==> config.mk <==
export PLATFORM = sky130hd
export DESIGN_NAME = spi_master
export DESIGN_NICKNAME = d
export VERILOG_FILES = /design/src/rtl/spi_pkg.sv /design/src/rtl/spi_sck_divider.sv /design/src/rtl/spi_master.sv
export SDC_FILE = /design/constraint.sdc
export NUM_CORES = 1
export LEC_CHECK = 0
export ABC_AREA = 1
export BUFFER_PORTS_ARGS = -buffer_cell sky130_fd_sc_hd__clkbuf_2
export CAP_MARGIN = 20
export CORE_MARGIN = 2
export CORE_UTILIZATION = 50
export CTS_BUF_LIST = sky130_fd_sc_hd__clkbuf_4 sky130_fd_sc_hd__clkbuf_8
export DETAILED_ROUTE_END_ITERATION = 6
export PLACE_DENSITY = 0.72
export SETUP_SLACK_MARGIN = 0.5
export SLEW_MARGIN = 0
export SYNTH_ARGS = -nofsm -noshare
export SYNTH_HDL_FRONTEND = slang
export SYNTH_SLANG_ARGS = --single-unit
==> constraint.sdc <==
create_clock -name clk -period 2.15 [get_ports clk]
set_clock_uncertainty 0.05 [all_clocks]
set_input_delay 0.43 -clock clk [delete_from_list [all_inputs] [get_ports clk]]
set_output_delay 0.43 -clock clk [all_outputs]
set_load 0.02 [all_outputs]
==> src/rtl/spi_pkg.sv <==
// Shared widths, FSM states and command codes for the command/word SPI master.
package spi_pkg;

  localparam int CMD_WIDTH  = 8;
  localparam int WORD_WIDTH = 32;
  localparam int FRAME_BITS = CMD_WIDTH + WORD_WIDTH;

  typedef enum logic [1:0] {IDLE, SHIFT, HOLD, GAP} state_t;

  localparam logic [CMD_WIDTH-1:0] CMD_READ_R0     = 8'h00;
  localparam logic [CMD_WIDTH-1:0] CMD_WRITE_R0    = 8'h01;
  localparam logic [CMD_WIDTH-1:0] CMD_READ_INV_R0 = 8'h02;

  typedef struct packed {
    logic [CMD_WIDTH-1:0]  cmd;
    logic [WORD_WIDTH-1:0] word;
  } frame_t;

endpackage

==> src/rtl/spi_sck_divider.sv <==
// Generates mode-0 sck from clk: CLK_DIV cycles low, CLK_DIV cycles high, plus phase strobes.
module spi_sck_divider #(
  parameter int CLK_DIV = 4
) (
  input  logic clk,
  input  logic rst_n,
  input  logic en,
  output logic sck,
  output logic rise_strobe,
  output logic fall_strobe,
  output logic sample_strobe
);

  localparam int CW = $clog2(CLK_DIV + 1);
  localparam logic [CW-1:0] LAST = CW'(CLK_DIV - 1);

  logic [CW-1:0] cnt;
  logic          wrap;

  assign wrap = (cnt == LAST);

  always_ff @(posedge clk or negedge rst_n) begin
    if (!rst_n) begin
      cnt <= '0;
      sck <= 1'b0;
    end else if (!en) begin
      cnt <= '0;
      sck <= 1'b0;
    end else if (wrap) begin
      cnt <= '0;
      sck <= ~sck;
    end else begin
      cnt <= cnt + 1'b1;
    end
  end

  // Strobes flag the last cycle of a phase; the edge itself appears on the next cycle.
  assign rise_strobe   = en && wrap && !sck;
  assign fall_strobe   = en && wrap && sck;
  assign sample_strobe = en && wrap && sck;

endmodule

==> src/rtl/spi_master.sv <==
// Mode-0 SPI master: 8-bit command then 32-bit full-duplex word per chip-select frame.
module spi_master
  import spi_pkg::*;
#(
  parameter int CLK_DIV = 4
) (
  input  logic                  clk,
  input  logic                  rst_n,
  input  logic                  start,
  input  logic [CMD_WIDTH-1:0]  command,
  input  logic [WORD_WIDTH-1:0] word_to_send,
  output logic                  busy,
  output logic                  done,
  output logic [WORD_WIDTH-1:0] word_received,
  output logic                  sck,
  output logic                  sdo,
  input  logic                  sdi,
  output logic                  cs
);

  localparam int CW = $clog2(CLK_DIV + 1);
  localparam logic [CW-1:0] LAST       = CW'(CLK_DIV - 1);
  localparam logic [5:0]    LAST_BIT   = 6'(FRAME_BITS - 1);
  localparam logic [5:0]    FIRST_DATA = 6'(CMD_WIDTH);

  state_t                  state, state_nx;
  logic [CW-1:0]           hcnt;
  logic [5:0]              bit_cnt;
  logic                    first_rise;
  logic [FRAME_BITS-1:0]   shift;
  logic [WORD_WIDTH-1:0]   rx, word_q;
  logic [1:0]              sdi_sync;
  logic                    rise_strobe, fall_strobe, sample_strobe;
  logic                    accept;
  frame_t                  req;

  assign req    = '{cmd: command, word: word_to_send};
  assign accept = (state == IDLE) && start;

  spi_sck_divider #(.CLK_DIV(CLK_DIV)) u_div (
    .clk           (clk),
    .rst_n         (rst_n),
    .en            (state == SHIFT),
    .sck           (sck),
    .rise_strobe   (rise_strobe),
    .fall_strobe   (fall_strobe),
    .sample_strobe (sample_strobe)
  );

  always_ff @(posedge clk or negedge rst_n) begin
    if (!rst_n) state <= IDLE;
    else        state <= state_nx;
  end

  always_comb begin
    state_nx = state;
    unique case (state)
      IDLE:    if (start) state_nx = SHIFT;
      SHIFT:   if (fall_strobe && bit_cnt == LAST_BIT) state_nx = HOLD;
      HOLD:    if (hcnt == LAST) state_nx = GAP;
      GAP:     if (hcnt == LAST) state_nx = IDLE;
      default: state_nx = IDLE;
    endcase
  end

  always_comb begin
    cs   = 1'b1;
    busy = 1'b0;
    done = 1'b0;
    sdo  = 1'b0;
    unique case (state)
      SHIFT, HOLD: begin
        cs   = 1'b0;
        busy = 1'b1;
        sdo  = shift[FRAME_BITS-1];
      end
      GAP: begin
        busy = 1'b1;
        done = (hcnt == LAST);
      end
      default: ;
    endcase
  end

  // HOLD/GAP phase timer; restarts on every state change.
  always_ff @(posedge clk or negedge rst_n) begin
    if (!rst_n)                            hcnt <= '0;
    else if (state_nx != state)            hcnt <= '0;
    else if (state == HOLD || state == GAP) hcnt <= hcnt + 1'b1;
  end

  // bit_cnt holds the index of the bit whose high phase is current (0..39).
  always_ff @(posedge clk or negedge rst_n) begin
    if (!rst_n) begin
      shift      <= '0;
      bit_cnt    <= '0;
      first_rise <= 1'b0;
    end else if (accept) begin
      shift      <= req;
      bit_cnt    <= '0;
      first_rise <= 1'b1;
    end else if (state == SHIFT) begin
      if (rise_strobe) begin
        first_rise <= 1'b0;
        if (!first_rise) bit_cnt <= bit_cnt + 6'd1;
      end
      // The last bit stays on sdo through HOLD.
      if (fall_strobe && bit_cnt != LAST_BIT) shift <= shift << 1;
    end
  end

  always_ff @(posedge clk or negedge rst_n) begin
    if (!rst_n) sdi_sync <= '0;
    else        sdi_sync <= {sdi_sync[0], sdi};
  end

  always_ff @(posedge clk or negedge rst_n) begin
    if (!rst_n) begin
      rx     <= '0;
      word_q <= '0;
    end else begin
      if (state == SHIFT && sample_strobe && bit_cnt >= FIRST_DATA)
        rx <= {rx[WORD_WIDTH-2:0], sdi_sync[1]};
      if (done) word_q <= rx;
    end
  end

  assign word_received = done ? rx : word_q;

endmodule

==> results.ini <==
[critical_path]
worstPathRequired_ns = 1.67
r2r_cells = 15
slowest_stage = dfrtp_1
startpoint_type = flip-flop
crit_chain = ha_2 -> ha_4 -> nand2_8 -> buf_6 -> clkbuf_16 -> o21ai_2 -> clkbuf_8
path_buf_inv = 3
r2r_slack_ns = -0.23
worst_ep_arrival_time_ns = 2.01
critPathCaptureType = output pin
cp_max_fo = 7
r2r_end = hcnt[2]$_DFFE_PN0P_
rr_startpoint = state[0]$_DFF_PN0_
crit_family = buffers and inverters
max_stage_delay_ns = 0.40
criticalPathCategory = reg2out

[sta]
setup_viol = 59
hold_viol = 0
timing.fmax_mhz = 401
rsz0062_at_grt = true
post-route-period-util_pct = 116
slew_headroom_pct = 62.8
maxSlewViolCount = 0
setup_ws_ns = -0.343
tightest_slew_ns = 0.558
min_period_ns = 2.49

[cells_and_area]
antenna_cells = 0
ff_latch_area_um2 = 3060
layout-drive-gt1-share_pct = 54.9
final_area_um2 = 9380
fin_cells = 883
syn_to_final_growth_pct = 83.4
fill_cells = 221
finalNetCount = 792
multiInputGateArea_um2 = 3240

[synthesis]
synth_top_area_share_pct = 59.7
synth_warnings = 0
synth-seq-cells = 122
synth_cell_types = 22
synth_nets = 626
synth_most_common_cell = nand2_1
synth_cells = 572
synth_area_leaders = dfrtp_1, nand2_1, o21ai_0
synth_top_cell_by_area = dfrtp_1
syn_area_um2 = 5110
synth_ff_type = dfrtp_1
synth.avg_cell_area_um2 = 8.94
yosysSeqAreaShare_pct = 59.7
async_flop_share_pct = 100
synth_common_cells = nand2_1, dfrtp_1, o21ai_0
synth-edff-count = 0

[outcome]
violations = negative setup slack
status = complete, but fails checks

[global_route]
track_usage_pct = 31.9
antenna_found_initial = 0
gr-total-overflow = 0
grt_pass1_vias = 5205
grt_pass1_wl_um = 27000
grt_start_max_net_pins = 42

[drt]
drt_wl_total_um = 23400
via_count = 5496
ant_nets = 0
drt-initial-drc-count = 380
avgViaCountPerCell = 6.22
first_pass_iters = 6
drcViolationCount = 0
wire_per_inst_um = 26.5

[clock_network]
cts_buffers = 17
cts_max_path_buffers = 2
cts_tree = yes
clock-sinks = 122
root_buffer = clkbuf_8
clk-insertion-delay-late_ns = 0.46
h-tree-depth = 4
clk_pin_slew_worst_paths_ns = 0.08

[place]
dp_hpwl_um = 6880
port_buffers = 80
detailedPlace.worstSlack_ns = 0.119
gp_congestion = 0.756
dp_cells = 768
dpl_cell_area_um2 = 6080

[power_and_ir_drop]
p_per_area_nw_per_um2 = 1050
peakVddDrop_mv = 1.11
leakage_nw = 4.05

[die]
std_cell_rows = 36
die_h_um = 105
core_um2 = 9860
fp.dieW_um = 105
initial_core_util_pct = 51.9
boundaryPins = 81
dieArea_um2 = 11100

[run]
drv_cap = 0

[worst_hold_path]
min_from = sdi
min_to = sdi_sync[0]$_DFF_PN0_
holdPathStages = 1
hp-class = in2reg

## registers in the layout (all words and copies together) (netlist names)
signal / flops
first_rise: 1
hcnt: 3
u_div.sck: 1
sdi_sync: 2
rx: 32
word_q: 32
state: 2
bit_cnt: 6
u_div.cnt: 3
shift: 40
## through the flow
step / total power (W) / setup TNS, ns / hold WS, ns / util [%]
2_1_floorplan: 0.00416 / 0 / 0.0844 / -
3_3_place_gp: 0.00450 / 0 / 0.292 / 61.7
3_5_place_dp: 0.00458 / 0 / 0.292 / 61.7
4_1_cts: 0.00852 / -5.71 / 0.0351 / 86.9
5_1_grt: 0.0101 / -11.60 / 0.0609 / 95.1
6_report: 0.00984 / -9.62 / 0.0804 / 95.1
## cell type report
| cell class | count | share of cell area (%) |
|---|---|---|
| well taps | 133 | 1.77 |
| inverters | 54 | 2.29 |
| clock buffers | 22 | 3.03 |
| flip-flops and latches | 122 | 32.6 |
| multi-input cells | 367 | 34.5 |
| clock inverters | 9 | 1.55 |
| repair buffers | 176 | 24.3 |
## routing by layer
metal | up-vias | wire, µm | global-route usage [%]
met5 | - | 0 | 0
met4 | 0 | 1740 | 14.9
met3 | 167 | 1910 | 6.80
met2 | 431 | 11900 | 56.7
met1 | 2705 | 7860 | 36.6
li1 | 2193 | - | -
## cells by family (layout without fill, tap and decap cells)
| family | count (synthesis) | after routing | share of synthesized area, % |
|---|---|---|---|
| fa+ha+maj | 10 | 10 | 2.45 |
| simple gates | 235 | 235 | 17.6 |
| compound gates | 119 | 119 | 13.1 |
| xor+xnor | 2 | 2 | 0.343 |
| mux | 1 | 1 | 0.196 |
| buf+inv | 83 | 261 | 6.56 |
| flops | 122 | 122 | 59.7 |
## worst register-to-register path, stage by stage (launching register included)
cell and delay (ns):
dfrtp_2 0.41, buf_6 0.11, buf_6 0.12, inv_8 0.05
buf_4 0.13, buf_4 0.13, ha_1 0.24, inv_1 0.11
nand2_1 0.09, a21oi_1 0.26, nand2_2 0.13, nand2_2 0.11
nand2_2 0.05, nand2_2 0.08, nand3_4 0.10, nor2_2 0.14
## timing repair
item,4_1_cts,5_1_grt
setup buffers,38,20
hold buffers,1,0
pin swaps,24,21
gates resized for setup,304,153
hold endpoints to repair,37,0
cloned,21,4
endpoints found under the setup margin,119,119
## report_power, final
group	internal, W	switching [W]	leakage [nW]
sequential	0.00274	0.000556	1.56
clock	0.00135	0.00102	0.226
combinational	0.00203	0.00215	2.26
total	0.00612	0.00372	4.05
## cell usage in the layout (no fill, tap or decap), types with 3 or more instances in the layout
cell	netlist	final
buf_6	0	28
buf_8	0	32
a21oi_2	0	4
ha_4	0	5
nor2_1	50	5
buf_4	5	24
dfrtp_1	122	120
bufinv_16	0	4
clkinv_2	0	5
inv_1	54	48
nand2_2	0	23
inv_2	0	3
clkbuf_16	0	4
nand3_4	0	4
nand2_1	171	118
nand3_1	10	4
nand2_4	0	28
buf_16	0	21
a31oi_1	39	23
clkbuf_2	0	43
clkbuf_4	0	5
clkbuf_8	0	22
nor2_4	0	41
o21ai_2	1	30
o21ai_4	0	35
ha_1	10	3
nor2_2	0	4
buf_12	0	17
o21ai_1	0	3
a31oi_4	0	15
## worst max path at each step
stage / from / end / slack, ns / depth (start not counted)
2_1_floorplan: state[0]$_DFF_PN0_ / word_received[22] / 0.46 / 4
3_3_place_gp: hcnt[0]$_DFFE_PN0P_ / word_received[20] / 0.19 / 7
3_5_place_dp: hcnt[0]$_DFFE_PN0P_ / word_received[21] / 0.12 / 7
4_1_cts: hcnt[0]$_DFFE_PN0P_ / word_received[21] / -0.21 / 7
5_1_grt: hcnt[0]$_DFFE_PN0P_ / word_received[24] / -0.38 / 7
6_report: hcnt[0]$_DFFE_PN0P_ / word_received[24] / -0.34 / 7
No activity file was read; power rests on OpenSTA's default activity.
